`config.mk`:
```
export PLATFORM = sky130hd
export DESIGN_NAME = soc_mem_arbiter
export DESIGN_NICKNAME = d
export VERILOG_FILES = /design/src/rtl/soc_mem_pkg.sv /design/src/rtl/mem_owner_pipe.sv /design/src/rtl/soc_mem_arbiter.sv
export SDC_FILE = /design/constraint.sdc
export NUM_CORES = 1
export LEC_CHECK = 0
export ABC_CLOCK_PERIOD_IN_PS = 2200
export CAP_MARGIN = 10
export CORE_AREA = 4 4 110 112
export DETAILED_ROUTE_END_ITERATION = 8
export DIE_AREA = 0 0 114 116
export PLACE_DENSITY = 0.69
export REMOVE_ABC_BUFFERS = 1
export SLEW_MARGIN = 20
export SYNTH_ARGS = -nofsm -noshare
export SYNTH_HDL_FRONTEND = slang
export SYNTH_HIERARCHICAL = 1
export SYNTH_SLANG_ARGS = --single-unit
```
`constraint.sdc`:
```
create_clock -name clk_i -period 2.2 [get_ports clk_i]
set_input_delay 0.33 -clock clk_i [delete_from_list [all_inputs] [get_ports clk_i]]
set_output_delay 0.33 -clock clk_i [all_outputs]
set_load 0.03 [all_outputs]
```
`src/rtl/soc_mem_pkg.sv`:
```
// soc_mem_pkg: types and defaults shared by the SRAM arbiter and its owner pipe.
//   owner_e       - which requester a read-data beat belongs to
//   pipe_entry_t  - one owner-pipe stage {valid, owner, oob}
//   MEM_WORDS_DEF - implemented SRAM words (24 kB)
//   WB_BASE_DEF   - Wishbone byte base address of the SRAM window
//   sat_inc16     - saturating 16-bit increment used by the statistics counters
package soc_mem_pkg;

  typedef enum logic {
    OWN_CORE = 1'b0,
    OWN_WB   = 1'b1
  } owner_e;

  typedef struct packed {
    logic   valid;
    owner_e owner;
    logic   oob;
  } pipe_entry_t;

  localparam int          MEM_WORDS_DEF = 6144;
  localparam logic [31:0] WB_BASE_DEF   = 32'h3000_0000;

  function automatic logic [15:0] sat_inc16(input logic [15:0] value);
    return (value == 16'hFFFF) ? value : value + 16'd1;
  endfunction

endpackage

```
`src/rtl/mem_owner_pipe.sv`:
```
// mem_owner_pipe: DEPTH-deep shift register tracking who owns each in-flight
// SRAM read, so the returning sram_dout beat is routed to exactly one requester.
//   clk_i   - clock
//   rst_ni  - asynchronous active-low reset; flushes every stage
//   push_i  - entry for the access issued this cycle (valid only for reads)
//   head_o  - entry whose read data is on the SRAM output this cycle
module mem_owner_pipe
  import soc_mem_pkg::*;
#(
  parameter int DEPTH = 1
) (
  input  logic        clk_i,
  input  logic        rst_ni,
  input  pipe_entry_t push_i,
  output pipe_entry_t head_o
);

  pipe_entry_t stage_q [DEPTH];

  // NOTE: this array is reset because flushing in-flight reads is functional
  // behaviour; a plain data store would be left unreset.
  always_ff @(posedge clk_i or negedge rst_ni) begin
    if (!rst_ni) begin
      for (int i = 0; i < DEPTH; i++) stage_q[i] <= '0;
    end else begin
      stage_q[0] <= push_i;
      for (int i = 1; i < DEPTH; i++) stage_q[i] <= stage_q[i-1];
    end
  end

  assign head_o = stage_q[DEPTH-1];

endmodule

```
`src/rtl/soc_mem_arbiter.sv`:
```
// soc_mem_arbiter: shares the single-port main SRAM between the core data port
// (priority, pipelined, one access per cycle) and the management Wishbone slave
// (one transaction outstanding, starvation-protected).
// Ports:
//   clk_i, rst_ni              - clock, asynchronous active-low reset
//   core_*                     - core request, combinational grant, read return
//   wb_*                       - Wishbone B4 classic slave, single-cycle ack
//   sram_*                     - single-port SRAM macro (active-low csb/web)
//   stat_*_o                   - grant/conflict counters, only with ARB_STATS_EN
// Optional feature: define ARB_STATS_EN to add saturating 16-bit statistics.
module soc_mem_arbiter
  import soc_mem_pkg::*;
#(
  parameter int          DATA_W     = 32,
  parameter int          SRAM_AW    = 13,
  parameter int          MEM_WORDS  = MEM_WORDS_DEF,
  parameter logic [31:0] WB_BASE    = WB_BASE_DEF,
  parameter int          RD_LAT     = 1,
  parameter int          STARVE_MAX = 8
) (
  input  logic                clk_i,
  input  logic                rst_ni,
  input  logic                core_req_i,
  input  logic                core_we_i,
  input  logic [DATA_W/8-1:0] core_be_i,
  input  logic [31:0]         core_addr_i,
  input  logic [DATA_W-1:0]   core_wdata_i,
  output logic                core_gnt_o,
  output logic                core_rvalid_o,
  output logic [DATA_W-1:0]   core_rdata_o,
  input  logic                wb_cyc_i,
  input  logic                wb_stb_i,
  input  logic                wb_we_i,
  input  logic [DATA_W/8-1:0] wb_sel_i,
  input  logic [31:0]         wb_adr_i,
  input  logic [DATA_W-1:0]   wb_dat_i,
  output logic                wb_ack_o,
  output logic [DATA_W-1:0]   wb_dat_o,
  output logic                sram_csb_o,
  output logic                sram_web_o,
  output logic [DATA_W/8-1:0] sram_wmask_o,
  output logic [SRAM_AW-1:0]  sram_addr_o,
  output logic [DATA_W-1:0]   sram_din_o,
  input  logic [DATA_W-1:0]   sram_dout_i
`ifdef ARB_STATS_EN
  ,
  output logic [15:0]         stat_core_o,
  output logic [15:0]         stat_wb_o,
  output logic [15:0]         stat_conflict_o
`endif
);

  localparam int                CNT_W      = $clog2(STARVE_MAX + 1);
  localparam logic [CNT_W-1:0]  STARVE_LIM = CNT_W'(STARVE_MAX);

  logic             en_q;        // low during reset, so no grant can escape it
  logic             wb_busy_q;
  logic             wb_wack_q;
  logic [CNT_W-1:0] starve_q;

  logic wb_valid, wb_win, core_win;
  logic sel_we, sel_oob;
  pipe_entry_t push, head;

  // Address decode. Wishbone addresses below the base wrap to a huge index and
  // therefore also land out of range.
  logic [31:0]        wb_off, wb_widx;
  logic               wb_oob, core_oob;
  logic [SRAM_AW-1:0] core_word;
  logic               unused_addr;

  assign wb_off      = wb_adr_i - WB_BASE;
  assign wb_widx     = wb_off >> 2;
  assign wb_oob      = (wb_adr_i < WB_BASE) || (wb_widx >= 32'(MEM_WORDS));
  assign core_word   = core_addr_i[SRAM_AW+1:2];
  assign core_oob    = 32'(core_word) >= 32'(MEM_WORDS);
  assign unused_addr = ^{core_addr_i[31:SRAM_AW+2], core_addr_i[1:0]};

  // Arbitration. The ack cycle is excluded so a held stb is not serviced twice.
  assign wb_valid   = en_q & wb_cyc_i & wb_stb_i & ~wb_busy_q & ~wb_ack_o;
  assign wb_win     = wb_valid & (~core_req_i | (starve_q == STARVE_LIM));
  assign core_win   = en_q & core_req_i & ~wb_win;
  assign core_gnt_o = core_win;

  // NOTE: every output of this block gets a default first, so no path can
  // leave a value unassigned and infer a latch.
  always_comb begin
    sram_csb_o   = 1'b1;
    sram_web_o   = 1'b1;
    sram_wmask_o = '0;
    sram_addr_o  = '0;
    sram_din_o   = '0;
    sel_we       = 1'b0;
    sel_oob      = 1'b0;
    push         = '0;
    if (en_q) begin
      // Core fields stay on the bus when idle so nothing floats to X.
      if (wb_win) begin
        sram_addr_o  = wb_widx[SRAM_AW-1:0];
        sram_din_o   = wb_dat_i;
        sram_wmask_o = wb_sel_i;
        sel_we       = wb_we_i;
        sel_oob      = wb_oob;
      end else begin
        sram_addr_o  = core_word;
        sram_din_o   = core_wdata_i;
        sram_wmask_o = core_be_i;
        sel_we       = core_we_i;
        sel_oob      = core_oob;
      end
      if ((wb_win | core_win) & ~sel_oob) begin
        sram_csb_o = 1'b0;
        sram_web_o = ~sel_we;
      end
      push.valid = (wb_win | core_win) & ~sel_we;
      push.owner = wb_win ? OWN_WB : OWN_CORE;
      push.oob   = sel_oob;
    end
  end

  mem_owner_pipe #(.DEPTH(RD_LAT)) u_owner_pipe (
    .clk_i  (clk_i),
    .rst_ni (rst_ni),
    .push_i (push),
    .head_o (head)
  );

  // Read return: out-of-range reads complete with zero data.
  logic              rd_core, rd_wb;
  logic [DATA_W-1:0] rd_data;

  assign rd_core       = head.valid & (head.owner == OWN_CORE);
  assign rd_wb         = head.valid & (head.owner == OWN_WB);
  assign rd_data       = head.oob ? '0 : sram_dout_i;
  assign core_rvalid_o = rd_core;
  assign core_rdata_o  = rd_core ? rd_data : '0;
  assign wb_ack_o      = wb_wack_q | rd_wb;
  assign wb_dat_o      = rd_wb ? rd_data : '0;

  // NOTE: state registers use non-blocking assignments so every flop samples
  // the pre-edge values regardless of statement order.
  always_ff @(posedge clk_i or negedge rst_ni) begin
    if (!rst_ni) begin
      en_q      <= 1'b0;
      wb_busy_q <= 1'b0;
      wb_wack_q <= 1'b0;
      starve_q  <= '0;
    end else begin
      en_q      <= 1'b1;
      wb_wack_q <= wb_win & wb_we_i;
      if (wb_win)        wb_busy_q <= 1'b1;
      else if (wb_ack_o) wb_busy_q <= 1'b0;
      if (wb_win | ~wb_stb_i)                     starve_q <= '0;
      else if (wb_valid && starve_q != STARVE_LIM) starve_q <= starve_q + 1'b1;
    end
  end

`ifdef ARB_STATS_EN
  always_ff @(posedge clk_i or negedge rst_ni) begin
    if (!rst_ni) begin
      stat_core_o     <= '0;
      stat_wb_o       <= '0;
      stat_conflict_o <= '0;
    end else begin
      if (core_win)               stat_core_o     <= sat_inc16(stat_core_o);
      if (wb_win)                 stat_wb_o       <= sat_inc16(stat_wb_o);
      if (core_req_i && wb_valid) stat_conflict_o <= sat_inc16(stat_conflict_o);
    end
  end
`endif

endmodule

```
==> metrics, run 1 <==
status=complete, but fails checks; failing checks=setup timing; P per Cell Area=224.9 nW/µm²; clk sinks=10; Cells after Synth=330; Placeable Area=11220 µm²; iteration count of the initial detailed-routing pass=4; Async S/R FF share, synth=100.0%; final instance area=5509 µm²; DP Area=4822 µm²; type of the worst min-delay path=in -> async; CTS buffer count=3; crit path kind=reg -> out; die area=13220 µm²; buffer and inverter count on the worst path=5; post-synthesis adder-cell area fraction=under 10%; CP peak stage delay=between 0.3 and 0.4 ns; initial antenna violation count=1; GP Congestion=0.8666; mux cell area share after synthesis=less than 1%; main flop type after synthesis=dfrtp_1; drt drc=0; Setup Skew=0.0005416 ns; row count=39; layout cells sized above 1=34.57%; xor/xnor share of the synthesized area=1.400%; Final setup viols=52; die width=114 µm; Yosys cell types=34; DP HPWL=9.698 mm; number of port buffers=271; startpoint types=flop; Netlist Area Pre-Place=1877 µm²; Slew Limit Fails=0; starting density of the core=about 17%; Final min period=2.354 ns; Leak=2.492 nW; DR WL/cell=16.56 µm; final WL=12.64 mm; CP arrival=roughly 2.0 ns; Peak Freq=0.4248 GHz; number of routed nets with antenna violations=0; Clk pin slew, worst setup/hold paths=approximately 0.040 ns; clk buf depth=2; Post-synth EDFFs=0; Max VDD drop=~0.23 mV; Req. time, crit path=1.87 ns; area delta synth->final=193.5%; post-synthesis simple-gate area fraction=a little over half; unrepaired setup endpoints after global routing=true; synth warn=6; crit-path cells=inv_2 -> ha_4 -> and3b_2 -> o211ai_4 -> buf_6 -> inv_8 -> buf_12 -> and2_4 -> a21oi_2 -> buf_6; vias per cell=4.431; setup total negative slack=-4.104 ns; Net count, final=798; largest net degree at the start of global routing=52; Synth Area in Compound Gates=22.53%; first-pass GRT wire length=18.20 mm; sequential fraction of the synthesis area=13.33%; Tot GR Track Use=roughly 17%; DR iter-0 viols=around 180; Critical Path End Type=output pin; Root Buffer=clkbuf_16; post-synthesis area per instance=between 5 and 6 µm²; gr ovfl total=0; Slowest-stage cell, CP=dfrtp_1; Most Frequent Cell on Critical Path=buf_6; most common cell after layout, fill and taps aside=clkdlybuf4s50_1; Die H=116 µm; io pins=293; CTS tree=done; Storage cell area=250.2 µm²; most frequent cells in the layout=clkdlybuf4s50_1, buf_4, nand2_1; fill count=1066; final hold vios=0; CP delay by family, top=buffers and inverters; largest family of logic cells by synthesized area=simple AND/OR/NAND/NOR gates; Final WS setup=-0.1541 ns; max cap viols=0; CP max FO=6; vias in the first global route=3493; clock latency on the worst-skew pair=0.24 ns; H-tree levels=1; Via Count=~3400; crit share post-route=107.0%; area of the multi-input gates=1673 µm²; register bit total from synthesis=10; Overall Power=about 0.0012 W
## final cells by class
type                       count  area share (%)
multi-input combinational    288           30.37
sequential                    10           4.542
clock buffer                   3           1.363
inverter                       6          0.5451
tap                          143           3.248
antenna                        1         0.04542
timing repair buffer         312           59.89
## cell usage after synthesis (all sizes together), types with 3 or more instances
master    n  area (µm²)
a21oi     4       23.77
nand4     4       25.02
nand2   103       386.6
buf      12       81.32
nand3     3       15.01
nand2b   33       206.5
nor2     71       266.5
dfrtp    10       250.2
clkbuf   14       52.55
inv       6       22.52
a21boi   48       360.3
## metal layers
layer,track usage [%],part of all wire (%),vias to the layer above
li1,-,-,1635
met1,18.73,36,1538
met2,33.41,52,196
met3,4.752,10,12
met4,4.434,1.3,0
met5,0,0,-
## cell families after synthesis
kind of cell	count (synthesis)
other	1
buffers and inverters	32
adders and majority gates	2
DFF	10
AOI/OAI and AO/OA	56
muxes	1
and+or+nand+nor	225
xor gates and xnor gates	3
## flip-flops by register name, indices dropped and copies added, names as in the netlist
register and count:
wb_wack_q 1, starve_q 4, en_q 1, u_owner_pipe/head_o 3
wb_busy_q 1
## per-stage QoR
| step | setup slack (ns) | cells | utilization [%] | hold WS, ns |
|---|---|---|---|---|
| global placement | -0.1196 | 742 | 42.97 | 0.4545 |
| CTS | -0.1686 | 758 | 47.34 | 0.4380 |
| floorplan | -1.090 | 304 | - | 0.03441 |
| finish | -0.1541 | 763 | 49.09 | 0.4222 |
| detailed placement | -0.1484 | 742 | 42.97 | 0.4639 |
| global route | -0.2211 | 763 | 49.09 | 0.4718 |
## path summary, 6_finish.rpt
path / start / end / slack [ns] / depth (start not counted)
worst min register to register: wb_busy_q$_DFFE_PN0P_ / wb_busy_q$_DFFE_PN0P_ / 0.49 / 2
worst max-delay path: starve_q[0]$_DFFE_PN0P_ / sram_web_o / -0.15 / 10
worst min-delay path: rst_ni / u_owner_pipe/head_o[2]$_DFF_PN0_ / 0.42 / 1
min in group clk_i: wb_busy_q$_DFFE_PN0P_ / wb_busy_q$_DFFE_PN0P_ / 0.49 / 2
max in group asynchronous: rst_ni / u_owner_pipe/head_o[0]$_DFF_PN0_ / 1.45 / 1
worst max register to register: starve_q[0]$_DFFE_PN0P_ / u_owner_pipe/head_o[2]$_DFF_PN0_ / 0.25 / 10
## timing repair
item | in CTS | in global routing
pin swaps | 30 | 6
gates resized for setup | 88 | 34
cloned | 5 | 2
hold buffers | 0 | 0
endpoints found under the setup margin | 52 | 56
buffers inserted | 8 | 2
endpoints found under the hold margin | 0 | 0
## power by group
group | switching, W | internal [W]
logic | 0.000310 | 0.000412
clock network | 0.0000901 | 0.000236
registers | 0.00000387 | 0.000187
No activity file was read; power rests on OpenSTA's default activity.
==> run 2: changes to the inputs <==
--- a/config.mk
+++ b/config.mk
@@ -6,7 +6,7 @@
 export NUM_CORES = 1
 export LEC_CHECK = 0
 export ABC_CLOCK_PERIOD_IN_PS = 2200
-export CAP_MARGIN = 10
+export CAP_MARGIN = 5
 export CORE_AREA = 4 4 110 112
 export DETAILED_ROUTE_END_ITERATION = 8
 export DIE_AREA = 0 0 114 116
@@ -17,3 +17,4 @@
 export SYNTH_HDL_FRONTEND = slang
 export SYNTH_HIERARCHICAL = 1
 export SYNTH_SLANG_ARGS = --single-unit
+export TNS_END_PERCENT = 5
==> metrics, run 2 (synthesis gave the netlist of run 1 again) <==
io pins=~290; crit-path cells=inv_2 -> ha_4 -> and3b_2 -> o211ai_4 -> buf_6 -> inv_8 -> buf_12 -> buf_4 -> nand2_1 -> a21boi_1 -> buf_4; layout cells sized above 1=31.38%; clock network power share=26.6%; Largest Register=starve_q; DR iter-0 viols=approximately 210; drt drc=0; max cap viols=0; failing checks=setup timing; largest net degree at the start of global routing=52; Placeable Area=11220 µm²; net switching power=0.0003997 W; reg2reg path depth=10; Switching Share=32.54%; CTS buffer count=3; DR WL/cell=16.30 µm; Storage cell area=about 250 µm²; most frequent cells in the layout=clkdlybuf4s50_1, buf_4, nand2_1; Tot GR Track Use=about 17%; most common cell after layout, fill and taps aside=clkdlybuf4s50_1; crit share post-route=106.4%; gr ovfl total=0; Req. time, crit path=1.87 ns; CP arrival=around 2 ns; Most Frequent Cell on Critical Path=buf_4; final hold vios=0; clk sinks=10; part of the power in registers=15.5%; Root Buffer=clkbuf_16; DP Area=slightly below 5000 µm²; Peak Freq=approximately 0.43 GHz; unrepaired setup endpoints after global routing=true; Leak=2.418 nW; Largest register FFs=4; vias in the first global route=3453; H-tree levels=1; Final setup viols=51; cell-internal power=0.0008288 W; CTS tree=done; Critical R2R Launch=starve_q[0]$_DFFE_PN0P_; Critical Path End Type=output pin; Clk pin slew, worst setup/hold paths=0.04 ns; Final min period=2.341 ns; final instance area=approximately 5300 µm²; die area=13220 µm²; Overall Power=0.001229 W; final WL=~12 mm; DP HPWL=9.698 mm; hold_buf cts=0; Max VDD drop=0.2311 mV; Net count, final=794; number of routed nets with antenna violations=0; Setup Skew=0.0005837 ns; r2r setup slk=0.23 ns; crit path kind=reg -> out; initial antenna violation count=1; Die H=approximately 120 µm; die width=114 µm; Slew Limit Fails=0; area delta synth->final=183.7%; status=complete, but fails checks; CP peak stage delay=0.36 ns; R2R Path End=u_owner_pipe/head_o[2]$_DFF_PN0_; starting density of the core=16.72%; startpoint types=flop; iteration count of the initial detailed-routing pass=4; combinational share of power=57.9%; CP max FO=6; first-pass GRT wire length=17.84 mm; P per Cell Area=230.8 nW/µm²; fill count=1083; clock latency on the worst-skew pair=0.24 ns; row count=39; number of port buffers=271; Slowest-stage cell, CP=dfrtp_1; GP Congestion=0.8666; vias per cell=between 4 and 5; minimum hold slack=0.4167 ns; area of the multi-input gates=~1600 µm²; Final WS setup=-0.1406 ns; clk buf depth=2; Via Count=3342; type of the worst min-delay path=in -> async
[run 2: changes by cell type in the layout (fill, tap and decap cells not counted)]
cell / delta
nand2_1: +13
nand2_2: -8
clkbuf_16: -2
buf_16: -1
a21boi_1: +4
buf_4: +5
buf_12: -1
buf_6: -6
nand2_4: -5
a21boi_2: -4
buf_8: +1
[run 2: per-layer routing]
metal / GRT usage (%) / vias up / wire [µm]
met5: 0 / - / 0
met4: 4.671 / 0 / 176
met3: 4.752 / 14 / 1294
met2: 32.83 / 200 / 6430
met1: 18.23 / 1502 / 4471
li1: - / 1626 / -
[run 2: repair_timing]
action | CTS | global route
cloned | 4 | 0
resized for setup | 64 | 28
pin swaps | 29 | 5
setup buffers | 7 | 2
setup endpoints to repair | 52 | 56
[run 2: power groups by stage]
stage | sequential, W | clock, W | combinational [W]
floorplan | 0.000199 | 0 | 0.000239
global placement | 0.000193 | 0 | 0.000678
detailed placement | 0.000193 | 0 | 0.000681
CTS | 0.000191 | 0.000331 | 0.000698
global route | 0.000191 | 0.000336 | 0.000752
finish | 0.000191 | 0.000327 | 0.000711
[run 2: final cells by class]
class / instances / share of cell area, %
Antenna cell: 1 / 0.04700
Clock buffer: 3 / 1.410
Inverter: 6 / 0.5640
Multi-Input combinational cell: 288 / 30.06
Sequential cell: 10 / 4.700
Tap cell: 143 / 3.361
Timing Repair Buffer: 308 / 59.86
[run 2: critical path: cells and delay by family, from the launching register on]
family	cells	cell delay, ns
buf+inv	6	0.71
compound gates	2	0.29
flops	1	0.36
simple gates	2	0.26
fa+ha+maj	1	0.15
[run 2: how the worst max path moves through the flow]
stage                                        from  cells after the start              end  slack [ns]
final                     starve_q[0]$_DFFE_PN0P_                     11   sram_din_o[18]       -0.14
after global routing      starve_q[0]$_DFFE_PN0P_                     11   sram_din_o[16]       -0.21
after floorplan                    en_q$_DFF_PN0_                      5   sram_addr_o[0]       -1.09
after CTS                 starve_q[0]$_DFFE_PN0P_                     10       sram_web_o       -0.17
after global placement                   wb_stb_i                      9  sram_addr_o[10]       -0.12
after detailed placement               core_req_i                      8   sram_addr_o[2]       -0.15
[run 2: metrics by stage]
stage	util, %	instances	setup slack (ns)	setup TNS [ns]
after floorplan	-	304	-1.090	-48.49
after global placement	42.97	742	-0.1196	-2.359
after detailed placement	42.97	742	-0.1484	-3.165
after CTS	46.37	756	-0.1686	-5.014
after global routing	47.44	759	-0.2092	-8.256
final	47.44	759	-0.1406	-3.739
==> run 3: changes to the inputs <==
--- a/config.mk
+++ b/config.mk
@@ -5,12 +5,12 @@
 export SDC_FILE = /design/constraint.sdc
 export NUM_CORES = 1
 export LEC_CHECK = 0
-export ABC_CLOCK_PERIOD_IN_PS = 2200
+export ABC_CLOCK_PERIOD_IN_PS = 3020
 export CAP_MARGIN = 5
-export CORE_AREA = 4 4 110 112
+export CORE_AREA = 4 4 112 114
 export DETAILED_ROUTE_END_ITERATION = 8
-export DIE_AREA = 0 0 114 116
-export PLACE_DENSITY = 0.69
+export DIE_AREA = 0 0 116 118
+export PLACE_DENSITY = 0.67
 export REMOVE_ABC_BUFFERS = 1
 export SLEW_MARGIN = 20
 export SYNTH_ARGS = -nofsm -noshare
==> constraint.sdc (replaced) <==
create_clock -name clk_i -period 3.02 [get_ports clk_i]
set_input_delay 0.453 -clock clk_i [delete_from_list [all_inputs] [get_ports clk_i]]
set_output_delay 0.453 -clock clk_i [all_outputs]
set_load 0.03 [all_outputs]
==> metrics, run 3 (synthesis gave the netlist of run 1 again) <==
CP arrival=roughly 2.4 ns; clock latency on the worst-skew pair=0.23 ns; antenna cells=0; Critical R2R Launch=starve_q[0]$_DFFE_PN0P_; final hold vios=0; max cap viols=0; Hold Path Origin=wb_busy_q$_DFFE_PN0P_; Placed Cells=roughly 730; type of the worst min-delay path=reg -> reg; Slew Limit Fails=0; Largest register FFs=4; DP HPWL=9.187 mm; GP Congestion=roughly 0.8; clk buf depth=2; row count=39; r2r setup slk=1.01 ns; Net count, final=766; gr busiest metal=met2; startpoint types=input pin; Placeable Area=11420 µm²; Clk pin slew, worst setup/hold paths=0.04 ns; most frequent cells in the layout=clkdlybuf4s50_1, nand2_1, nor2_1; Final setup viols=0; GRT met3 Usage=4.936%; status=finished clean; initial antenna violation count=1; CTS tree=done; vias per cell=4.335; iteration count of the initial detailed-routing pass=4; Slowest-stage cell, CP=clkdlybuf4s50_1; crit share post-route=just over 90%; final WL=10.89 mm; Via Count=3169; layout cells sized above 1=11.90%; P per Cell Area=186.9 nW/µm²; GRT met2 Usage=27.34%; number of port buffers=271; Tot GR Track Use=14.39%; Die H=118 µm; crit path kind=in -> out; R2R Path End=u_owner_pipe/head_o[2]$_DFF_PN0_; io pins=293; Relative slew margins=between 50% and 60%; vias in the first global route=3040; crit-path cells=clkdlybuf4s50_1 -> and4b_4 -> o211ai_4 -> inv_2 -> buf_4 -> nand2_1 -> a21boi_0 -> buf_4; most common cell after layout, fill and taps aside=clkdlybuf4s50_1; Max VDD drop=0.1789 mV; Setup Skew=0.0006289 ns; end of the worst hold path=wb_busy_q$_DFFE_PN0P_; die width=116 µm; unrepaired setup endpoints after global routing=false; Critical Path End Type=output pin; number of routed nets with antenna violations=0; Peak Freq=around 0.35 GHz; starting density of the core=between 10% and 20%; Leak=2.034 nW; clk sinks=10; Req. time, crit path=between 2 and 3 ns; CP peak stage delay=roughly 0.48 ns; area delta synth->final=153.4%; DR WL/cell=approximately 15 µm; die area=~14000 µm²; DR iter-0 viols=140; first-pass GRT wire length=16.03 mm; Most Frequent Cell on Critical Path=buf_4; H-tree levels=1; CP delay by family, top=buffers and inverters; largest net degree at the start of global routing=52; Largest Register=starve_q; Worst Hold Path Cells=2; drt drc=0; Overall Power=0.0008887 W; GRT met1 Usage=15.34%; non-filler cells, final=731; CP max FO=25; Root Buffer=clkbuf_16; Final min period=between 2 and 3 ns; gr ovfl total=0; reg2reg path depth=8; buffer and inverter count on the worst path=4; CTS buffer count=3; Tightest Pin Transition=0.7004 ns
[run 3: changes by cell type in the layout (fill, tap and decap cells not counted), sizes merged]
cell	previous run	this run
clkbuf	3	4
diode	1	0
dlygate4sd2	2	0
clkdlybuf4s50	157	219
buf	149	61
[run 3: per-stage QoR]
stage	util (%)	hold slack [ns]	instance area [µm²]	setup WS (ns)	TNS, ns
6_report	41.65	0.4745	4756	0.1966	0
5_1_grt	41.65	0.5224	4756	0.07045	0
4_1_cts	41.58	0.4708	4748	0.06239	0
3_5_place_dp	40.81	0.4607	4659	0.1370	0
3_3_place_gp	40.81	0.4538	4659	0.1701	0
2_1_floorplan	-	0.1574	1743	-0.3932	-11.66
[run 3: final cells by class]
type | instances | area (µm²)
fill | 1172 | 6663
multi-input combinational | 288 | 1470
tap | 143 | 178.9
inverter | 6 | 22.52
clock buffer | 4 | 88.84
timing repair buffer | 280 | 2745
sequential | 10 | 250.2
[run 3: what timing repair did]
item	CTS	global route
endpoints found under the setup margin	0	25
hold buffers	0	0
gates resized for setup	0	2
buffers inserted	0	0
[run 3: report_power, final]
part	internal, W	switching [W]	total (W)
logic	0.000285	0.000207	0.000492
registers	0.000136	0.00000413	0.000140
clock network	0.000199	0.0000579	0.000257
total	0.000620	0.000269	0.000889
[run 3: how the worst max path moves through the flow]
stage                             from             end  slack, ns  depth (start not counted)
4_1_cts        starve_q[0]$_DFFE_PN0P_  sram_addr_o[6]       0.06                          9
3_5_place_dp                core_req_i  sram_addr_o[4]       0.14                          8
3_3_place_gp                core_req_i  sram_addr_o[9]       0.17                          8
2_1_floorplan           en_q$_DFF_PN0_  sram_addr_o[0]      -0.39                          5
5_1_grt        starve_q[0]$_DFFE_PN0P_  sram_addr_o[4]       0.07                          9
6_report                      wb_stb_i  sram_addr_o[5]       0.20                          8
[run 3: tightest hold or removal path, cell delays in order (launching register included)]
cell     delay (ns)
dfrtp_1        0.33
nand2_1        0.05
nand2_1        0.06
[run 3: per-layer routing]
| layer | routed length, µm | part of all wire, % |
|---|---|---|
| met1 | 3931 | 36 |
| met5 | 13 | 0.12 |
| met2 | 5470 | 50 |
| met4 | 76 | 0.70 |
| met3 | 1399 | 13 |
